==> src/rtl/writeback_regfile.sv <==
// writeback_regfile
//   Writeback stage of the 5-stage RISC-V core. Selects the writeback value
//   from the MEM/WB bundle, commits it into the architectural register file,
//   serves the two decode read ports with same-cycle write-through bypass,
//   and keeps a wrapping count of committed register writes.
//
// Ports
//   clk, rst          rising-edge clock, synchronous active-high reset
//   alu_result_w_i    ALU result from MEM/WB
//   read_data_w_i     load data from MEM/WB
//   pc_plus4_w_i      PC+4 from MEM/WB
//   rd_w_i            destination register index
//   result_src_w_i    result select (00 alu, 01 load, 10 pc+4, 11 zero)
//   reg_write_w_i     register write enable
//   rs1_d_i, rs2_d_i  decode read indices
//   rd1_d_o, rd2_d_o  decode read data
//   result_w_o        selected writeback value (to hazard-unit forwarding)
//   write_count_o     committed-write counter, wraps at 2^32

module writeback_regfile #(
    parameter int DATA_WIDTH     = 32,
    parameter int REGISTER_WIDTH = 5
) (
    input  logic                      clk,
    input  logic                      rst,
    input  logic [DATA_WIDTH-1:0]     alu_result_w_i,
    input  logic [DATA_WIDTH-1:0]     read_data_w_i,
    input  logic [DATA_WIDTH-1:0]     pc_plus4_w_i,
    input  logic [REGISTER_WIDTH-1:0] rd_w_i,
    input  logic [1:0]                result_src_w_i,
    input  logic                      reg_write_w_i,
    input  logic [REGISTER_WIDTH-1:0] rs1_d_i,
    input  logic [REGISTER_WIDTH-1:0] rs2_d_i,
    output logic [DATA_WIDTH-1:0]     rd1_d_o,
    output logic [DATA_WIDTH-1:0]     rd2_d_o,
    output logic [DATA_WIDTH-1:0]     result_w_o,
    output logic [31:0]               write_count_o
);

    localparam int DEPTH = 1 << REGISTER_WIDTH;

    logic [DATA_WIDTH-1:0] regs_q [DEPTH];
    logic [DATA_WIDTH-1:0] regs_d [DEPTH];
    logic [31:0]           write_count_q;
    logic [31:0]           write_count_d;
    logic                  commit;

    always_comb begin
        result_w_o = '0;
        case (result_src_w_i)
            2'b00:   result_w_o = alu_result_w_i;
            2'b01:   result_w_o = read_data_w_i;
            2'b10:   result_w_o = pc_plus4_w_i;
            default: result_w_o = '0;
        endcase
    end

    // Writes to x0 are architecturally meaningless, so they never commit.
    assign commit = reg_write_w_i && (rd_w_i != '0);

    always_comb begin
        regs_d        = regs_q;
        write_count_d = write_count_q;
        if (commit) begin
            regs_d[rd_w_i] = result_w_o;
            write_count_d  = write_count_q + 32'd1;
        end
    end

    always_ff @(posedge clk) begin
        if (rst) begin
            for (int i = 0; i < DEPTH; i++) begin
                regs_q[i] <= '0;
            end
            write_count_q <= '0;
        end else begin
            regs_q        <= regs_d;
            write_count_q <= write_count_d;
        end
    end

    // Reads are forced to zero during reset so decode never sees stale
    // contents or a bypassed value from a commit that is about to be dropped.
    always_comb begin
        rd1_d_o = '0;
        if (!rst && (rs1_d_i != '0)) begin
            if (commit && (rs1_d_i == rd_w_i)) begin
                rd1_d_o = result_w_o;
            end else begin
                rd1_d_o = regs_q[rs1_d_i];
            end
        end
    end

    always_comb begin
        rd2_d_o = '0;
        if (!rst && (rs2_d_i != '0)) begin
            if (commit && (rs2_d_i == rd_w_i)) begin
                rd2_d_o = result_w_o;
            end else begin
                rd2_d_o = regs_q[rs2_d_i];
            end
        end
    end

    assign write_count_o = write_count_q;

endmodule

==> config.mk <==
export PLATFORM = sky130hd
export DESIGN_NAME = writeback_regfile
export DESIGN_NICKNAME = d
export VERILOG_FILES = /design/src/rtl/writeback_regfile.sv
export SDC_FILE = /design/constraint.sdc
export NUM_CORES = 2
export LEC_CHECK = 0
export CAP_MARGIN = 25
export CELL_PAD_IN_SITES_DETAIL_PLACEMENT = 1
export CELL_PAD_IN_SITES_GLOBAL_PLACEMENT = 2
export CORE_AREA = 2 2 357 359
export DETAILED_ROUTE_END_ITERATION = 10
export DIE_AREA = 0 0 359 361
export PLACE_DENSITY_LB_ADDON = 0.1
export SYNTH_ARGS = -nofsm -noshare
export SYNTH_HDL_FRONTEND = slang
export SYNTH_SLANG_ARGS = --single-unit
export TNS_END_PERCENT = 30
==> constraint.sdc <==
create_clock -name clk -period 3.5 [get_ports clk]
set_input_delay 0.525 -clock clk [delete_from_list [all_inputs] [get_ports clk]]
set_output_delay 0.525 -clock clk [all_outputs]
set_load 0.01 [all_outputs]
Yosys cells after proc, flatten, opt, wreduce, memory -nomap -nowiden
Index checks and enable logic that the tools add are counted.

cells by class
  $add $sub $neg = 1
  multiply operators = 0
  div/mod/pow operators = 0
  order comparisons = 4
  equality and inequality tests = 4
  shift-type cells = 0
  mux-type cells = 14
  bitwise logic cells = 3
  reductions and logical operators = 11

operators by type and width
  kind                                                         count
  bitwise mux 1024 bit                                         1
  binary-select mux 32 bit (select 5 bit)                      2
  2-to-1 mux 32 bit                                            9
  demux 32 bit (select 5 bit)                                  1
  case mux 32 bit (3 select lines)                             1
  adder 32 x 1 -> 32 bit (second input constant)               1
  >= comparator 6 bit (second input constant)                  3
  inverter 5 -> 6 bit                                          3
  nonzero test 5 bit                                           3
  equality test 5 bit                                          2
  logical AND 1 bit                                            6
  less-than comparator 6 x 1 -> 1 bit (second input constant)  1
  equality test 2 x 1 -> 1 bit (second input constant)         1
  equality test 2 bit (second input constant)                  1
  logical NOT 2 bit                                            1
  logical NOT 1 bit                                            1

word-level totals
  flip-flop bits (word level) = 1056
  bits in latches = 0
  RAM bits = 0
  ROM bits = 0
  output and inout bits = 128
  memories = 0

Longest topological paths before layout
  depth after elaboration = 6
  gate-level depth with buffers = 10
  gate-level depth less buffers = 5

Worst setup path before layout
No wires, ideal clock.

  kind = input port to output port
  start = in rs1_d_i[1]
  end = out rd1_d_o[12]
  arrival = 2268 ps
  data required time = 2975 ps
  setup slack = 707 ps
  cell stages on the path = 8
  buffers on the path = 4
  cell sequence = buf_2 buf_2 buf_2 buf_1 mux4_2 a221o_1 a221oi_2 o22ai_1

on the way
  cells in the longest elaborated chain, start to end = 6
  elaborated cells between the ends (all ways) = 10
  those cells by class = eq/ne (1); mux (5); bitwise (1); reduce/logical (3)

ends and longest elaborated chain
  what                                                  RTL line  source
  start, declared                                       32        input logic [REGISTER_WIDTH-1:0] rs1_d_i,
  inverter 5 -> 6 bit (implied by the code)             90        rd1_d_o = regs_q[rs1_d_i];
  binary-select mux 32 bit (select 5 bit)               90
  2-to-1 mux 32 bit (implied by the code) (2 in a row)  90
  2-to-1 mux 32 bit                                     87        if (commit && (rs1_d_i == rd_w_i)) begin
  2-to-1 mux 32 bit (*)                                 86        if (!rst && (rs1_d_i != '0)) begin
  end, declared                                         34        output logic [DATA_WIDTH-1:0] rd1_d_o,

Every way passes the cells marked *; elsewhere a longest branch is shown, timed or not. The select of a mux whose other input is x is not followed.

Worst setup path after layout
  start = in rd_w_i[4]
  end = out rd2_d_o[17]

on the way
  cells in the longest elaborated chain, start to end = 5
  elaborated cells between the ends (all ways) = 6
  those cells by class = eq/ne (1); mux (2); reduce/logical (3)

ends and longest elaborated chain
  what                   RTL line  source
  start, declared        29        input logic [REGISTER_WIDTH-1:0] rd_w_i,
  nonzero test 5 bit     59        assign commit = reg_write_w_i && (rd_w_i != '0);
  logical AND 1 bit      59
  logical AND 1 bit (*)  98        if (commit && (rs2_d_i == rd_w_i)) begin
  2-to-1 mux 32 bit (*)  98
  2-to-1 mux 32 bit (*)  97        if (!rst && (rs2_d_i != '0)) begin
  end, declared          35        output logic [DATA_WIDTH-1:0] rd2_d_o,

Every way passes the cells marked *; elsewhere a longest branch is shown, timed or not.

==> impl_metrics.toml <==
[global_route]
grt_pass1_wl_mm = 334
grt_antenna_before_repair = 9
grt_pass1_vias = 48175
grt_max_degree = 210
gr-usage-all-layers_pct = 34.2
gr-total-overflow = 0

[clock_network]
clk_path_buf_depth = 3
insertion_delay_ps = 750
cts_tree = "built"
cts_buffers = 120
clkTransAtPathRegs_ps = 60
cts_root_buf = "clkbuf_16"
clock_sinks = 1056
cts_htree_levels = 3

[placed_design]
portBuffers = 243
dp_hpwl_mm = 152
gp_congestion = 0.883
place_ws_ps = -673

[drt]
wl_per_cell_um = 30.5
drt_iter0_markers = 4511
dr.pass1.iters = 5
vias = 48018
route.antenna.remaining_nets = 0
drc = 0
drt_wl_total_mm = 229
viasPerCell = 6.39

[synthesis]
ys_seq_area_share_pct = 39.4
synth.avg_cell_area_sq_um = 9.76
yosys_warnings = 0
synth-edff-count = 0
ys_ff_latch = 1056
synthCells = 5503
yosysUniqueCellTypes = 58
syn_area_sq_um = 53700
syn_nets = 5620
dominantRegCellSynth = "dfxtp_1"
async_flop_share_pct = 0

[final_layout]
drive_gt1_share_pct = 27.1
nNetsFinal = 5883
utilization_pct = 52.9
synthToLayoutAreaGrowth_pct = 23.5

[critical_path]
criticalPathCategory = "input port to primary output"
path_cells = "clkdlybuf4s50_1, buf_4, xnor2_1, nand2_1, a2111o_2, buf_12, o22ai_1, clkdlybuf4s15_1"
cp_data_arrival_time_ps = 2990
crit_required_ps = 2970
max_stage_delay_ps = 620
path_max_fanout = 23
critPathLaunchType = "input port"
critical_path.slowest_cell = "clkdlybuf4s50_1"
cp-end-kind = "primary output"

[floorplan]
die-area_sq_um = 130000
row_count = 130
chipHeight_um = 361
initial_core_util_pct = 42.8
dieWidth_um = 359
ios = 244
core_area_sq_um = 125000

[timing]
final.setup.worst_slack_ps = -13.9
max_slew_margin_pct = 22.3
rsz0062_at_grt = "yes"
min_period_over_period_pct = 100
drv_slew = 0
fin_skew_ps = 6.53
hold_slack_ps = 74.9
worstMarginPinSlew_ps = 1170
max_clock_freq_mhz = 285
setup_viol = 1
hold_viol = 0
period_minus_slack_ps = 3510

[outcome]
status = "finished with violations"
violations = "negative setup slack"

[pwr]
p_leak_uw = 0.0230
power.share.combinational_pct = 13.7
pwr-share-seq_pct = 41.6
intPower_uw = 21500
p_total_uw = 29600
p_per_area_nw_per_um2 = 446
p_sw_uw = 8040
switching_share_pct = 27.2
clockPowerShare_pct = 44.8
peakVddDrop_v = 0.000423

[job]
cap_violations = 0

[hold_path]
hold_class = "input port to register"
critical path: cells and delay by family:
kind | cells | cell delay [ps]
compound gates | 2 | 810
xor+xnor | 1 | 130
buf+inv | 4 | 1340
simple gates | 1 | 140
kinds of logic (layout without fill, tap and decap cells):
group | after synthesis | after routing | share of synthesized area [%]
other | 0 | 1 | 0
buffers and inverters | 692 | 1057 | 5.68
AOI/OAI and AO/OA | 1625 | 1625 | 22.8
adders and majority gates | 1 | 1 | 0.0233
DFF | 1056 | 1056 | 39.4
xor gates and xnor gates | 28 | 28 | 0.457
and+or+nand+nor | 1336 | 1336 | 10.3
muxes | 765 | 765 | 21.4
power groups by stage:
stage / logic, uW / registers [uW] / clock network (uW)
floorplan: 1930 / 12500 / 0
global route: 4190 / 12300 / 13900
global placement: 3940 / 12500 / 0
detailed placement: 3970 / 12500 / 0
finish: 4040 / 12300 / 13200
CTS: 3960 / 12300 / 13400
state kept, by name, summed over array words and instances (netlist names):
signal         cells
write_count_o     32
regs_q          1024
final timing paths:
path         cells after the start  slack [ps]                             end                          start
max                              8         -10                     rd2_d_o[17]                      rd_w_i[4]
min                              2          70   write_count_o[1]$_SDFFE_PP0P_                            rst
max reg2reg                      5        1330  write_count_o[28]$_SDFFE_PP0P_  write_count_o[3]$_SDFFE_PP0P_
min reg2reg                      1         480        regs_q[994]$_SDFFE_PP0P_       regs_q[994]$_SDFFE_PP0P_
cell usage after synthesis, drive strengths merged (48+ instances only):
cell type,count,area (sq um)
nor2,1146,4370
a211oi,1083,8130
dfxtp,1056,21100
mux2,411,4630
clkbuf,403,1510
mux4,258,5890
buf,252,1400
o22ai,247,1550
mux2i,96,961
nor2b,86,538
a21oi,56,280
a221oi,55,776
a221o,48,480
a22o,48,420
layer usage:
metal / up-vias / track usage (%) / share of wire, %
li1: 21352 / - / -
met2: 1759 / 52.1 / 44
met1: 24428 / 46.8 / 44
met3: 467 / 7.81 / 7.6
met4: 12 / 13.9 / 4.4
met5: - / 0 / 0.038
stage by stage:
stage                     setup TNS (ps)  cells  instance area, sq um
after floorplan                        0   5503                 53700
after global placement            -17980   7287                 62100
after detailed placement          -19260   7287                 62100
after CTS                           -261   7510                 66300
after global routing               -89.8   7518                 66300
final                              -13.9   7519                 66300
layout make-up:
class | count | area, sq um
sequential | 1056 | 21100
clock inverter | 42 | 474
fill | 13483 | 59100
inverter | 37 | 139
multi-input combinational | 3755 | 30300
timing repair buffer | 796 | 8580
antenna | 1 | 2.50
clock buffer | 182 | 3660
tap | 1650 | 2060
cell usage in the layout, fill, tap and decap left out, types with 36 or more instances in the layout:
master / instances
dfxtp_1: 1054
clkbuf_16: 123
mux4_2: 237
a22o_1: 46
clkdlybuf4s50_1: 168
a221o_1: 44
buf_12: 171
clkbuf_8: 36
a221oi_2: 48
mux2i_1: 96
buf_4: 380
nor2_4: 36
o22ai_1: 243
inv_1: 37
nor2_1: 1110
mux2_2: 411
a211oi_1: 1083
nor2b_1: 82
timing repair:
item | 4_1_cts | 5_1_grt
pin swaps | 13 | 8
gates resized for setup | 133 | 43
setup buffers | 0 | 8
hold buffers | 0 | 0
hold endpoints to repair | 0 | 0
endpoints found under the setup margin | 64 | 37
Note: power is estimated with default switching activity, not from simulation.
